`config.mk`:
```
export PLATFORM = sky130hd
export DESIGN_NAME = lfp_mul_serial
export DESIGN_NICKNAME = d
export VERILOG_FILES = /design/src/rtl/lfp_pkg.sv /design/src/rtl/lfp_mitchell_core.sv /design/src/rtl/lfp_mul_serial.sv
export SDC_FILE = /design/constraint.sdc
export NUM_CORES = 1
export LEC_CHECK = 0
export ABC_AREA = 1
export CAP_MARGIN = 20
export CELL_PAD_IN_SITES_DETAIL_PLACEMENT = 0
export CELL_PAD_IN_SITES_GLOBAL_PLACEMENT = 1
export CORE_UTILIZATION = 43
export DETAILED_ROUTE_END_ITERATION = 8
export HOLD_SLACK_MARGIN = 0.12
export PLACE_DENSITY = 0.86
export SLEW_MARGIN = 20
export SYNTH_ARGS = -nofsm -noshare
export SYNTH_HDL_FRONTEND = slang
export SYNTH_SLANG_ARGS = --single-unit
```
`constraint.sdc`:
```
create_clock -name clk -period 8 [get_ports clk]
set_input_delay 1.6 -clock clk [delete_from_list [all_inputs] [get_ports clk]]
set_output_delay 1.6 -clock clk [all_outputs]
set_load 0.05 [all_outputs]
```
`src/rtl/lfp_pkg.sv`:
```
// Shared types and format helpers for the byte-serial Mitchell multiplier.
package lfp_pkg;

    typedef enum logic [1:0] {
        LOAD = 2'd0,
        CALC = 2'd1,
        SEND = 2'd2
    } state_e;

    localparam int unsigned FlagZero = 0;
    localparam int unsigned FlagUnf  = 1;
    localparam int unsigned FlagOvf  = 2;
    localparam int unsigned FlagInf  = 3;
    localparam int unsigned FlagNan  = 4;

    function automatic int unsigned calc_w(input int unsigned exp_w, input int unsigned man_w);
        return 1 + exp_w + man_w;
    endfunction

    function automatic int unsigned calc_nb(input int unsigned exp_w, input int unsigned man_w);
        return (calc_w(exp_w, man_w) + 7) / 8;
    endfunction

    function automatic int unsigned calc_bias(input int unsigned exp_w);
        return (1 << (exp_w - 1)) - 1;
    endfunction

    // Positive quiet NaN: all-ones exponent with only the mantissa MSB set.
    function automatic logic [31:0] canon_nan(input int unsigned exp_w, input int unsigned man_w);
        return (((32'd1 << exp_w) - 32'd1) << man_w) | (32'd1 << (man_w - 1));
    endfunction

endpackage

```
`src/rtl/lfp_mitchell_core.sv`:
```
// Combinational Mitchell multiply: classify operands, add biased magnitudes, saturate.
module lfp_mitchell_core
    import lfp_pkg::*;
#(
    parameter int unsigned EXP_W = 5,
    parameter int unsigned MAN_W = 10,
    localparam int unsigned W    = 1 + EXP_W + MAN_W
) (
    input  logic [W-1:0] i_a,
    input  logic [W-1:0] i_b,
    output logic [W-1:0] o_res,
    output logic [4:0]   o_flags
);

    localparam logic [EXP_W-1:0]  ExpOnes = '1;
    localparam logic signed [W:0] BiasSh  = (W + 1)'(calc_bias(EXP_W)) << MAN_W;
    localparam logic signed [W:0] MinNorm = (W + 1)'(1) << MAN_W;
    localparam logic signed [W:0] OvfLim  = (W + 1)'((1 << EXP_W) - 1) << MAN_W;

    logic             w_sign;
    logic             w_nan_a, w_nan_b, w_inf_a, w_inf_b, w_zero_a, w_zero_b;
    logic             w_nan, w_inf, w_zero;
    logic signed [W:0] w_sum;

    assign w_sign   = i_a[W-1] ^ i_b[W-1];
    assign w_nan_a  = (i_a[W-2:MAN_W] == ExpOnes) && (i_a[MAN_W-1:0] != '0);
    assign w_nan_b  = (i_b[W-2:MAN_W] == ExpOnes) && (i_b[MAN_W-1:0] != '0);
    assign w_inf_a  = (i_a[W-2:MAN_W] == ExpOnes) && (i_a[MAN_W-1:0] == '0);
    assign w_inf_b  = (i_b[W-2:MAN_W] == ExpOnes) && (i_b[MAN_W-1:0] == '0);
    // Subnormals are flushed, so any zero exponent counts as zero.
    assign w_zero_a = (i_a[W-2:MAN_W] == '0);
    assign w_zero_b = (i_b[W-2:MAN_W] == '0);

    assign w_nan  = w_nan_a || w_nan_b || (w_inf_a && w_zero_b) || (w_inf_b && w_zero_a);
    assign w_inf  = w_inf_a || w_inf_b;
    assign w_zero = w_zero_a || w_zero_b;

    assign w_sum = $signed({2'b00, i_a[W-2:0]}) + $signed({2'b00, i_b[W-2:0]}) - BiasSh;

    always_comb begin
        o_res   = '0;
        o_flags = '0;
        if (w_nan) begin
            o_res             = W'(canon_nan(EXP_W, MAN_W));
            o_flags[FlagNan]  = 1'b1;
        end else if (w_inf) begin
            o_res             = {w_sign, ExpOnes, {MAN_W{1'b0}}};
            o_flags[FlagInf]  = 1'b1;
        end else if (w_zero) begin
            o_res             = {w_sign, {(W-1){1'b0}}};
            o_flags[FlagZero] = 1'b1;
        end else if (w_sum < MinNorm) begin
            o_res             = {w_sign, {(W-1){1'b0}}};
            o_flags[FlagUnf]  = 1'b1;
            o_flags[FlagZero] = 1'b1;
        end else if (w_sum >= OvfLim) begin
            o_res             = {w_sign, ExpOnes, {MAN_W{1'b0}}};
            o_flags[FlagOvf]  = 1'b1;
            o_flags[FlagInf]  = 1'b1;
        end else begin
            o_res = {w_sign, w_sum[W-2:0]};
        end
    end

endmodule

```
`src/rtl/lfp_mul_serial.sv`:
```
// Byte-serial approximate FP multiplier: load operands LSB byte first, compute, stream result.
module lfp_mul_serial
    import lfp_pkg::*;
#(
    parameter int unsigned EXP_W = 5,
    parameter int unsigned MAN_W = 10
) (
    input  logic       clk,
    input  logic       rst,
    input  logic       in_valid,
    output logic       in_ready,
    input  logic [7:0] a_byte,
    input  logic [7:0] b_byte,
    output logic       out_valid,
    input  logic       out_ready,
    output logic [7:0] out_byte,
    output logic       out_last,
    output logic [4:0] flags
);

    localparam int unsigned W       = calc_w(EXP_W, MAN_W);
    localparam int unsigned NB      = calc_nb(EXP_W, MAN_W);
    localparam logic [1:0]  LastCnt = 2'(NB - 1);

    state_e         r_state;
    logic [1:0]     r_cnt;
    logic [W-1:0]   r_a, r_b, r_res;
    logic [4:0]     r_flags;
    logic [W-1:0]   w_res;
    logic [4:0]     w_flags;
    logic [7:0]     w_byte;

    lfp_mitchell_core #(
        .EXP_W (EXP_W),
        .MAN_W (MAN_W)
    ) u_core (
        .i_a     (r_a),
        .i_b     (r_b),
        .o_res   (w_res),
        .o_flags (w_flags)
    );

    always_ff @(posedge clk) begin
        if (rst) begin
            r_state <= LOAD;
            r_cnt   <= '0;
            r_a     <= '0;
            r_b     <= '0;
            r_res   <= '0;
            r_flags <= '0;
        end else begin
            case (r_state)
                LOAD: begin
                    if (in_valid) begin
                        // Only bits below W are stored; padding in the top beat is dropped.
                        for (int j = 0; j < W; j++) begin
                            if (r_cnt == 2'(j / 8)) begin
                                r_a[j] <= a_byte[j % 8];
                                r_b[j] <= b_byte[j % 8];
                            end
                        end
                        if (r_cnt == LastCnt) begin
                            r_cnt   <= '0;
                            r_state <= CALC;
                        end else begin
                            r_cnt <= r_cnt + 2'd1;
                        end
                    end
                end
                CALC: begin
                    r_res   <= w_res;
                    r_flags <= w_flags;
                    r_cnt   <= '0;
                    r_state <= SEND;
                end
                SEND: begin
                    if (out_ready) begin
                        if (r_cnt == LastCnt) begin
                            r_cnt   <= '0;
                            r_state <= LOAD;
                        end else begin
                            r_cnt <= r_cnt + 2'd1;
                        end
                    end
                end
                default: begin
                    r_cnt   <= '0;
                    r_state <= LOAD;
                end
            endcase
        end
    end

    always_comb begin
        w_byte = '0;
        if (r_state == SEND) begin
            for (int j = 0; j < W; j++) begin
                if (r_cnt == 2'(j / 8)) begin
                    w_byte[j % 8] = r_res[j];
                end
            end
        end
    end

    assign in_ready  = (r_state == LOAD);
    assign out_valid = (r_state == SEND);
    assign out_last  = (r_state == SEND) && (r_cnt == LastCnt);
    assign out_byte  = w_byte;
    assign flags     = r_flags;

endmodule

```
==> results.yml, run 1 <==
synth:
  synth_top_area_share_pct: 31.1
  synth_mux_area_share_pct: 0
  ys_seq_area_share_pct: 31.1
  synth_top_cell_by_area: "dfxtp_1"
  synthSimpleGateAreaFrac_pct: 36.4
  synthXorXnorAreaFrac_pct: 0.478
  yosysUniqueCellTypes: 30
  synthesis.area_um2: 3660
  synth_fa_ha_area_share_pct: 6.35
  yosys_warnings: 0
  synthCells: 586
  synth_compound_area_share_pct: 14.3
  ys_ff_latch: 57
  netlist_top_cells_area: "dfxtp_1 (31%), nand2_1 (13%), nor2_1 (9.4%)"
  synth_area_per_cell_um2: 6.25
  synth_top_family_by_area: "simple AND/OR/NAND/NOR gates"
  syn_nets: 624
power:
  switching_power_mw: 0.276
  p_leak_nw: 1.92
  p_clk_share_pct: 34.9
  peakVddDrop_uv: 108
  power_density_nw_per_um2: 187
  swShare_pct: 34.5
  p_int_mw: 0.523
  p_seq_share_pct: 39.7
  power_frac_comb_pct: 25.4
flow_run:
  maxCapViolCount: 0
placed_design:
  dp_hpwl_um: 7640
  gp_congestion: 0.851
  port_buffers: 35
  dp.cells: 710
critical_path:
  critPathMaxStageDelay_ns: 0.83
  critPathTopFamily: "buffers and inverters"
  worstSetupEndpointType: "output port"
  crit_top_cell: "inv_1"
  crit_buf_inv: 4
  crit_path_cell_trace: "inv_1 > nor2_1 > inv_1 > nor2_1 > inv_1 > o21ai_0 > clkdlybuf4s50_1"
  regToRegSetupSlack_ns: 4.76
  path_class: "flop to output port"
  critPathArrivalTime_ns: 2.99
  r2r_start: "r_a[10]"
  slowest_stage: "clkdlybuf4s50_1"
  crit_cells: 7
  cp.required_ns: 6.40
  rr_endpoint: "r_res[6]"
  cp-endpoint: "out_byte[6]"
  critPathLaunch: "r_state[1]"
  critPathLaunchType: "flop"
  critPathMaxFanout: 10
  worst-r2r-cell-count: 23
clock_tree:
  cts-root-buf: "clkbuf_8"
  cts.hold.buffers_added: 0
  cts_buffers: 9
  cts_tree: "done"
  cts.repair.resized: 0
  cts_setup_buffers: 0
  clock_latency_ns: 0.33
  clockBufferDepth: 2
  clk_pin_slew_ns: 0.07
  htreeDepth: 3
  clkSinkCount: 57
drt:
  first_pass_iters: 4
  drtIter0Drc: 174
  wire_per_inst_um: 13.2
  via_per_inst: 5.05
  num_vias: 3665
  ant_nets: 0
  drt_wl_total_um: 9560
  drcViolationCount: 0
timing:
  hold_viol: 0
  period_share_pct: 57.3
  skew_ns: 0.00504
  finalMaxSlewViolations: 0
  tightest_slew_ns: 1.06
  finalSetupViolCount: 0
  max_freq_ghz: 0.218
  period_needed_ns: 4.59
  hold_ws_ns: 0.450
  rsz0062_at_grt: "false"
  fin_tns_setup_ns: 0
  slew_headroom_pct: 29.3
global_routing:
  grt_pass1_vias: 3550
  antenna_found_initial: 0
  grt_overflow: 0
  grtUsageTotal_pct: 24.0
  grt_pass1_wl_um: 16400
  grt_max_degree: 41
floorplan:
  pin_count: 36
  fp.dieH_um: 94.3
  die_x_um: 94.3
  rows: 33
  coreArea_um2: 8220
  start_util_pct: 44.6
  die_area_um2: 8900
worst_hold_path:
  min-delay-path-class: "flop to flop"
finish:
  antenna_cells: 0
  drive_gt1_share_pct: 7.25
  syn2layout_area_growth_pct: 16.8
  instances_no_fill: 726
  mostFrequentLayoutCell: "nand2_1"
  final_cell_mix: "nand2_1 (129), nor2_1 (92), inv_1 (85)"
  layout.nets: 654
  final_util_pct: 52.1
status:
  status: "complete, no violations"
-- worst register-to-register path: cells and delay by family, from the launching register on --
kind / cells / cell delay, ns
AOI/OAI and AO/OA: 1 / 0.16
adders and majority gates: 2 / 0.65
DFF: 1 / 0.35
and+or+nand+nor: 20 / 1.98
-- sequential cells by signal, indices dropped and copies added (netlist names) --
signal and cells:
r_res 16, r_state 2, flags 5, r_b 16
r_cnt 2, r_a 16
-- worst min path at each step --
stage	from	end	cells after the start
floorplan	r_cnt[1]	r_cnt[1]	2
global placement	r_cnt[1]	r_cnt[1]	2
detailed placement	r_cnt[1]	r_cnt[1]	2
CTS	r_cnt[1]	r_cnt[1]	2
global route	flags[3]	flags[3]	2
finish	r_cnt[1]	r_cnt[1]	2
-- final cells by class --
type / instances / area [um2]
multi-input combinational: 421 / 2110
sequential: 57 / 1140
fill: 863 / 3940
timing repair buffer: 35 / 350
tap: 105 / 131
inverter: 92 / 345
clock inverter: 6 / 66.3
clock buffer: 10 / 138
-- synth_stat cells (all sizes together) --
cell type  count
a211oi         1
nand2        140
clkbuf        14
nor4           2
nand3b         5
nor2          95
a21oi         45
a32o           5
or2            1
o22ai          1
nor3          10
nand3         41
fa             1
nand4         11
ha            17
buf            2
inv           92
dfxtp         57
o311ai         1
o21ai         43
xor2           2
-- kinds of logic after synthesis --
kind of cell	count (synthesis)
xor+xnor	2
flops	57
fa+ha+maj	18
buf+inv	108
compound gates	96
simple gates	305
-- metal layers --
metal  part of all wire, %  up-vias  routed length, um  global-route usage, %
li1                      -     1936                  -                      -
met1                    50     1654               4800                   32.0
met2                    44       59               4250                   38.5
met3                   3.0       16                286                   3.88
met4                   2.3        0                218                   9.36
met5                     0        -                  0                      0
-- metrics by stage --
step	instance area, um2	setup WS, ns	total power, mW
detailed placement	4080	3.84	0.525
global placement	4080	3.97	0.524
CTS	4280	3.42	0.803
floorplan	3660	2.78	0.471
global route	4280	3.15	0.849
finish	4280	3.41	0.799
-- power by group through the flow --
stage                     Clock [mW]  Combinational [mW]  Sequential, mW
after global routing           0.296               0.233           0.320
after detailed placement           0               0.202           0.323
after CTS                      0.283               0.203           0.317
after floorplan                    0               0.150           0.321
after global placement             0               0.200           0.323
final                          0.279               0.203           0.317
Note: power is estimated with default switching activity, not from simulation.
==> inputs of run 2 (changes only) <==
CORE_UTILIZATION = 40   (was 43)
PLACE_DENSITY = 0.81   (was 0.86)
clock period = 4.3 ns   (was 8 ns; I/O delays follow)
==> run 2 against run 1 <==
  * Clock skew up 0.0037 ns
  * Sequential share of layout area is 0.25 points lower
  * Sequential cell count is the same
  * Register-to-register slack got worse by 3.6 ns
  * Clock-buffer cell count is 1 lower
  * Hold slack improved by 0.0012 ns
  * First-iteration DRC count up 1.1%
  * Non-clock buffer count grew 2
  * Via count rose by 1.3%
==> results.yml, run 2 (same netlist as run 1, synthesis figures left out) <==
timing:
  setup_ws_ns: 0.473
  max_freq_ghz: 0.261
  hold_ws_ns: 0.451
  tightest_slew_ns: 0.790
  slew_headroom_pct: 47.2
  finalMaxSlewViolations: 0
  period_share_pct: 89.0
  period_needed_ns: 3.83
  hold_viol: 0
  rsz0062_at_grt: "false"
  finalSetupViolCount: 0
  skew_ns: 0.00872
worst_hold_path:
  min-delay-path-class: "flop to flop"
  min_path_cells: 2
critical_path:
  crit_path_cell_trace: "inv_1 > nor2_1 > inv_1 > nor2_1 > inv_1 > o21ai_0 > clkdlybuf4s50_1"
  critPathArrivalTime_ns: 2.97
  critPathMaxStageDelay_ns: 0.82
  crit_top_cell: "inv_1"
  path_class: "flop to output port"
  critPathMaxFanout: 10
  worst-r2r-cell-count: 23
  cp.required_ns: 3.44
  worstSetupEndpointType: "output port"
  critPathLaunchType: "flop"
  slowest_stage: "clkdlybuf4s50_1"
clock_tree:
  cts.repair.resized: 0
  cts-root-buf: "clkbuf_8"
  clk_pin_slew_ns: 0.07
  clockBufferDepth: 2
  cts.hold.buffers_added: 0
  cts_buffers: 9
  htreeDepth: 3
  clkSinkCount: 57
  clock_latency_ns: 0.33
  cts_setup_buffers: 0
  cts_tree: "done"
drt:
  topRoutingLayerUsed: "met4"
  via_per_inst: 5.08
  drcViolationCount: 0
  wl_met1_um: 4780
  ant_nets: 0
  drtIter0Drc: 176
  dr_wl_met3_um: 264
  first_pass_iters: 4
  num_vias: 3714
  route.met2.wl_um: 4510
  wire_per_inst_um: 13.3
  drt_wl_total_um: 9700
global_routing:
  grt_max_degree: 33
  grt_overflow: 0
  grt_pass1_wl_um: 16500
  grt_pass1_vias: 3566
  grtUsageTotal_pct: 21.5
  antenna_found_initial: 0
floorplan:
  rows: 34
  fp.dieH_um: 97.7
  start_util_pct: 41.6
  coreArea_um2: 8810
  pin_count: 36
  die_area_um2: 9550
  die_x_um: 97.7
finish:
  final_cell_mix: "nand2_1 (129), nor2_1 (92), inv_1 (85)"
  reg_top3: "r_a x16, r_b x16, r_res x16"
  syn2layout_area_growth_pct: 17.9
  mostFrequentLayoutCell: "nand2_1"
  fill_cells: 922
  layout.nets: 656
  drive_gt1_share_pct: 7.54
  antenna_cells: 0
placed_design:
  gp_congestion: 0.832
  port_buffers: 35
  dp_slack_ns: 0.876
  dp_hpwl_um: 7800
power:
  p_leak_nw: 1.94
  peakVddDrop_uv: 231
  power_density_nw_per_um2: 357
status:
  status: "complete, no violations"
flow_run:
  maxCapViolCount: 0
## run 2: cell types whose count changed in the layout (fill, tap and decap cells not counted)
cell,delta
clkinv_2,-1
clkbuf_8,-1
clkinv_4,+3
clkinvlp_4,-2
buf_4,+2
bufinv_16,+1
## run 2: worst max-delay path, delay by kind of cell, from the launching register on
family | cells | cell delay [ns]
compound gates | 1 | 0.18
buf+inv | 4 | 1.18
flops | 1 | 0.33
simple gates | 2 | 0.95
## run 2: layout make-up
| type | instances | area (um2) | area share [%] |
|---|---|---|---|
| flip-flops and latches | 57 | 1140 | 26.4 |
| well taps | 108 | 135 | 3.13 |
| clock inverters | 7 | 103 | 2.37 |
| inverters | 92 | 345 | 7.99 |
| multi-input cells | 421 | 2110 | 48.8 |
| clock buffers | 9 | 124 | 2.87 |
| repair buffers | 37 | 365 | 8.46 |
## run 2: where the power goes
part	internal (mW)	switching, mW	total [mW]	leakage (nW)
logic	0.128	0.253	0.381	1.37
clock network	0.331	0.239	0.570	0.110
registers	0.563	0.0282	0.591	0.466
## run 2: path summary, 6_finish.rpt
path                    from          end  slack [ns]
setup / recovery  r_state[1]  out_byte[1]        0.47
hold reg to reg     r_cnt[1]     r_cnt[1]        0.45
hold / removal      r_cnt[1]     r_cnt[1]        0.45
setup reg to reg     r_a[10]     r_res[7]        1.15
## run 2: metal layers
| layer | up-vias | GRT usage (%) |
|---|---|---|
| li1 | 1949 | - |
| met1 | 1714 | 28.0 |
| met2 | 41 | 36.5 |
| met3 | 10 | 2.81 |
| met4 | 0 | 7.58 |
| met5 | - | 0 |
## run 2: through the flow
step                utilization (%)  setup TNS [ns]  cell area (um2)  power (mW)  std cells
floorplan                         -          -0.544             3660       0.876        586
global placement               46.5               0             4090       0.978        715
detailed placement             46.5               0             4090       0.981        715
CTS                            49.1               0             4320        1.55        731
global route                   49.1               0             4320        1.63        731
finish                         49.1               0             4320        1.54        731
